$ cat config.mk
export PLATFORM = sky130hd
export DESIGN_NAME = seq_frame_tx
export DESIGN_NICKNAME = d
export VERILOG_FILES = /design/src/rtl/seq_pkg.sv /design/src/rtl/seq_frame_tx.sv
export SDC_FILE = /design/constraint.sdc
export NUM_CORES = 1
export LEC_CHECK = 0
export ABC_CLOCK_PERIOD_IN_PS = 3900
export CAP_MARGIN = 0
export CORE_MARGIN = 2
export CORE_UTILIZATION = 60
export CTS_BUF_LIST = sky130_fd_sc_hd__clkbuf_4 sky130_fd_sc_hd__clkbuf_8
export CTS_CLUSTER_SIZE = 16
export DETAILED_ROUTE_END_ITERATION = 8
export PLACE_DENSITY = 0.95
export RECOVER_POWER = 25
export SLEW_MARGIN = 0
export SYNTH_ARGS = -nofsm -noshare
export SYNTH_HDL_FRONTEND = slang
export SYNTH_SLANG_ARGS = --single-unit
export TNS_END_PERCENT = 5
$ cat constraint.sdc
create_clock -name clk -period 3.9 [get_ports clk]
set_input_delay 0.39 -clock clk [delete_from_list [all_inputs] [get_ports clk]]
set_output_delay 0.39 -clock clk [all_outputs]
set_load 0.01 [all_outputs]
$ cat src/rtl/seq_pkg.sv
// Shared definitions for the 1011 sequence transmitter and detector side:
// preamble pattern and transmitter FSM state encoding.
package seq_pkg;

  localparam logic [3:0] SEQ_PREAMBLE = 4'b1011;
  localparam int         SEQ_PRE_LEN  = 4;

  typedef enum logic [1:0] {
    IDLE = 2'd0,
    PRE  = 2'd1,
    DATA = 2'd2,
    GAP  = 2'd3
  } seq_tx_state_t;

  function automatic int seq_max3(input int a, input int b, input int c);
    int m;
    m = (a > b) ? a : b;
    return (m > c) ? m : c;
  endfunction

endpackage

$ cat src/rtl/seq_frame_tx.sv
// Serial frame transmitter: 1011 preamble, MSB-first payload, then GAP_BITS
// idle zeros, one bit per clock on a registered ser_out.
module seq_frame_tx
  import seq_pkg::*;
#(
  parameter int DATA_W   = 8,
  parameter int GAP_BITS = 2
) (
  input  logic              clk,
  input  logic              reset_n,
  input  logic [DATA_W-1:0] data_in,
  input  logic              data_valid,
  output logic              data_ready,
  output logic              ser_out,
  output logic              frame_active,
  output logic              frame_done
);

  localparam int CNT_W = $clog2(seq_max3(SEQ_PRE_LEN, DATA_W, GAP_BITS) + 1);
  localparam logic [CNT_W-1:0] PRE_LAST  = CNT_W'(SEQ_PRE_LEN - 1);
  localparam logic [CNT_W-1:0] DATA_LAST = CNT_W'(DATA_W - 1);
  localparam logic [CNT_W-1:0] GAP_LAST  = CNT_W'((GAP_BITS > 0) ? GAP_BITS - 1 : 0);

  seq_tx_state_t     state_q, state_d;
  logic [CNT_W-1:0]  cnt_q, cnt_d;
  logic [DATA_W-1:0] shreg_q, shreg_d;
  logic              ser_q, ser_d;
  logic              active_q, active_d;
  logic              done_q, done_d;
  logic              accept;

  // State/counter pair (s, c) describes the bit on ser_out; this says whether
  // it is the final bit of the frame.
  function automatic logic is_last(input seq_tx_state_t s, input logic [CNT_W-1:0] c);
    if (GAP_BITS == 0) return (s == DATA) && (c == DATA_LAST);
    return (s == GAP) && (c == GAP_LAST);
  endfunction

  assign data_ready   = (state_q == IDLE) || is_last(state_q, cnt_q);
  assign accept       = data_valid && data_ready;
  assign ser_out      = ser_q;
  assign frame_active = active_q;
  assign frame_done   = done_q;

  always_comb begin
    // NOTE: every signal gets a default before the case so no latch is inferred.
    state_d = state_q;
    cnt_d   = '0;
    shreg_d = shreg_q;
    ser_d   = 1'b0;

    case (state_q)
      IDLE: state_d = IDLE;
      PRE: begin
        if (cnt_q == PRE_LAST) state_d = DATA;
        else                   cnt_d   = cnt_q + CNT_W'(1);
      end
      DATA: begin
        if (cnt_q == DATA_LAST) state_d = (GAP_BITS == 0) ? IDLE : GAP;
        else                    cnt_d   = cnt_q + CNT_W'(1);
      end
      GAP: begin
        if (cnt_q == GAP_LAST) state_d = IDLE;
        else                   cnt_d   = cnt_q + CNT_W'(1);
      end
      default: state_d = IDLE;
    endcase

    // Accept is only possible in IDLE or the last frame cycle, so it simply
    // overrides the natural end-of-frame transition.
    if (accept) begin
      state_d = PRE;
      cnt_d   = '0;
      shreg_d = data_in;
    end

    case (state_d)
      PRE:  ser_d = SEQ_PREAMBLE[2'(SEQ_PRE_LEN - 1) - cnt_d[1:0]];
      DATA: begin
        ser_d   = shreg_q[DATA_W-1];
        shreg_d = shreg_q << 1;
      end
      default: ser_d = 1'b0;
    endcase

    active_d = (state_d != IDLE);
    done_d   = is_last(state_d, cnt_d);
  end

  // NOTE: sequential state uses non-blocking assignments only, so every flop
  // samples the pre-edge value of its neighbours.
  always_ff @(posedge clk or negedge reset_n) begin
    if (!reset_n) begin
      state_q  <= IDLE;
      cnt_q    <= '0;
      shreg_q  <= '0;
      ser_q    <= 1'b0;
      active_q <= 1'b0;
      done_q   <= 1'b0;
    end else begin
      state_q  <= state_d;
      cnt_q    <= cnt_d;
      shreg_q  <= shreg_d;
      ser_q    <= ser_d;
      active_q <= active_d;
      done_q   <= done_d;
    end
  end

endmodule

==> flow_summary.ini, run 1 <==
[status]
outcome = finished clean

[clock_network]
root_buffer = clkbuf_4
clock_latency_ns = 0.30
cts_tree = yes
cts_htree_levels = 1
cts_hold_buf = 0
postCtsSetupRepairBufs = 0
clk_pin_slew_ns = 0.10
cts-buffers-inserted = 3
cts.sinks = 17
cts_buffer_depth = 2
cts.repair.resized = 0

[critical_path]
path_class = reg -> reg
required_ns = 4.06
crit_chain = nor4bb_4 > a21o_1 > nand2_1 > and3_1 > ha_1 > nor3_2 > o22ai_1
cp-endpoint = shreg_q[6]
cp-start-kind = flop
cpPeakStageDelay_ns = 0.68
r2r_end = shreg_q[6]
critPathLaunch = state_q[0]
arrival_ns = 3.06
rr_worst_depth = 7
crit_path_max_fanout = 18
cp.depth = 7
critPathSlowestCell = dfrtp_1
endpoint_kind = flop
r2r-start = state_q[0]
critPathBufInv = 0
ff2ff_setup_slack_ns = 1.01
cpLargestDelayFamily = simple AND/OR/NAND/NOR gates

[synth]
yosysTopAreaCell = dfrtp_1
synth_area_leaders = dfrtp_1 (38%), ha_1 (6.7%), mux2i_1 (6.3%)
syn_avg_cell_area_sq_um = 9.654
synth_ff_type = dfrtp_1
async_reset_ff_frac = 1.000
synth.top_cell.area_share = 0.3799
synth_cells = 116
synth_area_sq_um = 1120
synth_edf_count = 0
synth_fp_nets = 133
netlist_top_cells_count = dfrtp_1 (17), nor2b_1 (10), a22oi_1 (8), nor2_1 (8)
synth-warning-count = 0
synth_seq_cells = 17
synth.most_common_cell = dfrtp_1
ys_types = 29
ys_seq_area_frac = 0.3799

[floorplan]
die-area_sq_um = 2228
start_util = 0.6416
core_sq_um = 1745
die_width_um = 47.20
ios = 15
die_h_um = 47.20
rows = 15

[sta]
min_period_over_period = 0.7421
setup_tns_ns = 0
post-route-min-period_ns = 2.894
max_clock_freq_ghz = 0.3455
setup_viol = 0
skew_ns = 0.003562
slew_headroom = 0.4956
slew_viol_final = 0
rsz0062_at_grt = false
worst_pin_slew_ns = 0.7566
final-hold-violation-count = 0

[pwr]
p_leak_nw = 0.5419
ir_drop_mv = 0.5504
power.total_mw = 1.035
power_density_nw_per_um2 = 812.8

[grt]
overflow = 0
grt_pass1_wl_um = 4112
track_usage = 0.2734
grt_max_degree = 19
antenna_found_initial = 0
first_global_vias = 887

[routing]
post_drt_wl_per_cell_um = 16.40
drc = 0
via_count = 960
viasPerCell = 6.358
antenna_left = 0
drt_iter0_markers = 29
drt-pass1-iter-count = 4
postRouteWirelength_um = 2477

[final_layout]
antenna_cells = 0
final_core_util = 0.7297
drive_gt1_frac = 0.05556
syn_to_final_growth_pct = 13.74
fin_nets = 144

[placed_design]
place.gp.congestion = 0.7769
io_buffer_count = 14
dp.final_hpwl_um = 1742

[worst_hold_path]
min_path_type = reg -> reg

[job]
drv_cap = 0
==> worst register-to-register path, stage by stage (launching register included) <==
cell and delay (ns):
dfrtp_1 0.68, nor4bb_4 0.43, a21o_1 0.18, nand2_1 0.07
and3_1 0.20, ha_1 0.46, nor3_2 0.57, o22ai_1 0.16
==> cell usage in the layout (no fill, tap or decap), types with 6 or more instances in the layout <==
cell / n
nor2_1: 8
a2bb2oi_1: 7
o22ai_1: 7
a22oi_1: 8
clkdlybuf4s50_1: 13
ha_1: 6
nand2_1: 6
nor2b_1: 10
dfrtp_1: 17
mux2i_1: 7
==> worst min-delay path by stage <==
| stage | startpoint | endpoint | cells after the start |
|---|---|---|---|
| finish | cnt_q[0] | cnt_q[0] | 1 |
| global route | cnt_q[0] | cnt_q[0] | 1 |
| CTS | reset_n | shreg_q[4] | 1 |
| detailed placement | cnt_q[0] | cnt_q[0] | 1 |
| global placement | cnt_q[0] | cnt_q[0] | 1 |
| floorplan | reset_n | cnt_q[0] | 0 |
==> kinds of logic after synthesis <==
logic type / share of synthesized area
AOI/OAI and AO/OA: 0.2413
DFF: 0.3799
muxes: 0.06257
and+or+nand+nor: 0.1911
buffers and inverters: 0.05028
xor gates and xnor gates: 0.007823
adders and majority gates: 0.06704
==> stage by stage <==
| stage | worst slack [ns] | std cells | hold WS [ns] | cell area (sq um) |
|---|---|---|---|---|
| floorplan | 1.558 | 116 | 0.09441 | 1120 |
| global placement | 1.248 | 147 | 0.5190 | 1246 |
| detailed placement | 1.070 | 147 | 0.5509 | 1246 |
| CTS | 1.053 | 151 | 0.5326 | 1274 |
| global route | 0.8567 | 151 | 0.6135 | 1274 |
| finish | 1.006 | 151 | 0.5741 | 1274 |
==> layout make-up <==
type	instances	area, sq um
timing repair buffer	14	140.1
tap	25	31.28
fill	137	471.7
multi-input combinational	88	638.1
clock buffer	3	22.52
clock inverter	1	5.005
inverter	3	11.26
sequential	17	425.4
==> metal layers <==
layer  routed length (um)  up-vias  global-route usage  share of wire
met5                    0        -                   0              0
met4                   34        0             0.08889          0.014
met3                  130        7              0.1000          0.052
met2                 1217       29              0.4137           0.49
met1                 1094      473              0.3645           0.44
li1                     -      451                   -              -
==> report_power, final <==
part | internal, mW | total (mW) | switching [mW]
sequential | 0.256 | 0.378 | 0.121
clock | 0.0383 | 0.0966 | 0.0583
combinational | 0.291 | 0.561 | 0.270
total | 0.586 | 1.04 | 0.449
==> state kept, by name, indices dropped and copies added, names as in the netlist <==
| signal | count |
|---|---|
| shreg_q | 8 |
| cnt_q | 4 |
| state_q | 2 |
| frame_active | 1 |
| frame_done | 1 |
| ser_out | 1 |
Power figures use the tool's default switching activity.
==> run 2: changes to the inputs <==
Settings changed: ABC_CLOCK_PERIOD_IN_PS 3900 to 2800, CORE_UTILIZATION 60 to 56, PLACE_DENSITY 0.95 to 0.9.
Clock period 3.9 ns to 2.8 ns, I/O delays scaled along.
==> run 2 against run 1 <==
Compared with the run above:
- critical endpoint is now shreg_q[2]
- via count grew 0.73%
- largest cell class unchanged
- critical path type unchanged
- worst setup slack lost 0.71 ns
- wire length grew 4.1%
- maximum frequency grew 16%
- sequential power grew 36%
- sequential cell count is the same
- power grew 43%
==> flow_summary.ini, run 2 (synthesis results as in run 1) <==
[status]
outcome = finished clean

[pwr]
power_density_nw_per_um2 = 1138
p_leak_nw = 0.5505
ir_drop_mv = 0.6458

[final_layout]
final_cell_mix = dfrtp_1 (17), clkdlybuf4s50_1 (13), nor2b_1 (10)
regArea_sq_um = 425.4
syn_to_final_growth_pct = 15.75
final_common_cell = dfrtp_1
drive_gt1_frac = 0.07813
top_regs = shreg_q (8), cnt_q (4), state_q (2)
final_core_util = 0.6745
largest_reg_flops = 8
regMostFlops = shreg_q
antenna_cells = 0
multi_input_area_sq_um = 640.6
fillers = 160
fin_nets = 146

[critical_path]
required_ns = 2.96
arrival_ns = 2.66
critPathLaunch = cnt_q[0]
crit_path_max_fanout = 11
ff2ff_setup_slack_ns = 0.30
cp-endpoint = shreg_q[2]
endpoint_kind = flop
cp-start-kind = flop
path_class = reg -> reg
r2r-start = cnt_q[0]
rr_worst_depth = 9
r2r_end = shreg_q[2]

[routing]
viasPerCell = 6.239
postRouteWirelength_um = 2578
via_count = 967
antenna_left = 0
drt-pass1-iter-count = 4
drc = 0
post_drt_wl_per_cell_um = 16.63
drt_iter0_markers = 22

[worst_hold_path]
min_path_type = in -> async

[grt]
overflow = 0
first_global_vias = 942
track_usage = 0.2389
antenna_found_initial = 0
grt_max_degree = 19
grt_pass1_wl_um = 4333

[clock_network]
clock_latency_ns = 0.29
root_buffer = clkbuf_4
cts_buffer_depth = 2
cts_hold_buf = 0
cts_htree_levels = 1
clk_pin_slew_ns = 0.10
postCtsSetupRepairBufs = 0
cts.repair.resized = 0
cts_tree = yes
cts-buffers-inserted = 3
cts.sinks = 17

[floorplan]
start_util = 0.5827
ios = 15
rows = 16
die_width_um = 48.72
die-area_sq_um = 2373
die_h_um = 48.72
core_sq_um = 1922

[placed_design]
place.gp.congestion = 0.8111
dp.final_hpwl_um = 1800
io_buffer_count = 14
place_ws_ns = 0.2592

[sta]
worst_pin_slew_ns = 0.7759
whs_ns = 0.5015
min_period_over_period = 0.8933
skew_ns = 0.003152
max_clock_freq_ghz = 0.3998
setup_viol = 0
worst_slack_ns = 0.2988
post-route-min-period_ns = 2.501
rsz0062_at_grt = false
slew_viol_final = 0
final-hold-violation-count = 0
setup_tns_ns = 0
slew_headroom = 0.4810

[job]
drv_cap = 0
run 2: report_power, final:
group	total, mW	internal [mW]	switching (mW)
logic	0.819	0.422	0.397
clock network	0.144	0.0650	0.0791
registers	0.513	0.357	0.156
run 2: per-stage QoR:
step	power, mW	cells	cell area [sq um]
6_report	1.476	155	1296
2_1_floorplan	1.101	116	1120
4_1_cts	1.456	155	1294
3_3_place_gp	1.260	151	1264
3_5_place_dp	1.312	151	1264
5_1_grt	1.582	155	1296
run 2: critical path, stage by stage, from the launching register on:
cell and delay, ns:
dfrtp_1 0.45, ha_1 0.31, nor2b_1 0.23, a21oi_1 0.06, o21ai_0 0.22, and3_1 0.23, ha_2 0.31, buf_4 0.23
mux2i_1 0.22, o22ai_1 0.11
run 2: worst min-delay path by stage:
stage / slack [ns] / from / end / cells after the start
2_1_floorplan: -0.02 / reset_n / cnt_q[0] / 0
3_3_place_gp: 0.51 / cnt_q[0] / cnt_q[0] / 1
3_5_place_dp: 0.53 / cnt_q[0] / cnt_q[0] / 1
4_1_cts: 0.47 / reset_n / state_q[1] / 1
5_1_grt: 0.57 / reset_n / cnt_q[2] / 1
6_report: 0.50 / reset_n / shreg_q[6] / 1
run 2: routing by layer:
| metal | track usage | vias to the layer above | routed length [um] |
|---|---|---|---|
| li1 | - | 450 | - |
| met1 | 0.3074 | 469 | 1184 |
| met2 | 0.3858 | 37 | 1224 |
| met3 | 0.05247 | 11 | 109 |
| met4 | 0.1048 | 0 | 59 |
| met5 | 0 | - | 0 |
run 2: area by class of cell:
cell class | count | area share
inverter | 3 | 0.008687
sequential | 17 | 0.3282
tap | 27 | 0.02606
multi-input combinational | 88 | 0.4942
clock buffer | 4 | 0.02317
timing repair buffer | 16 | 0.1197
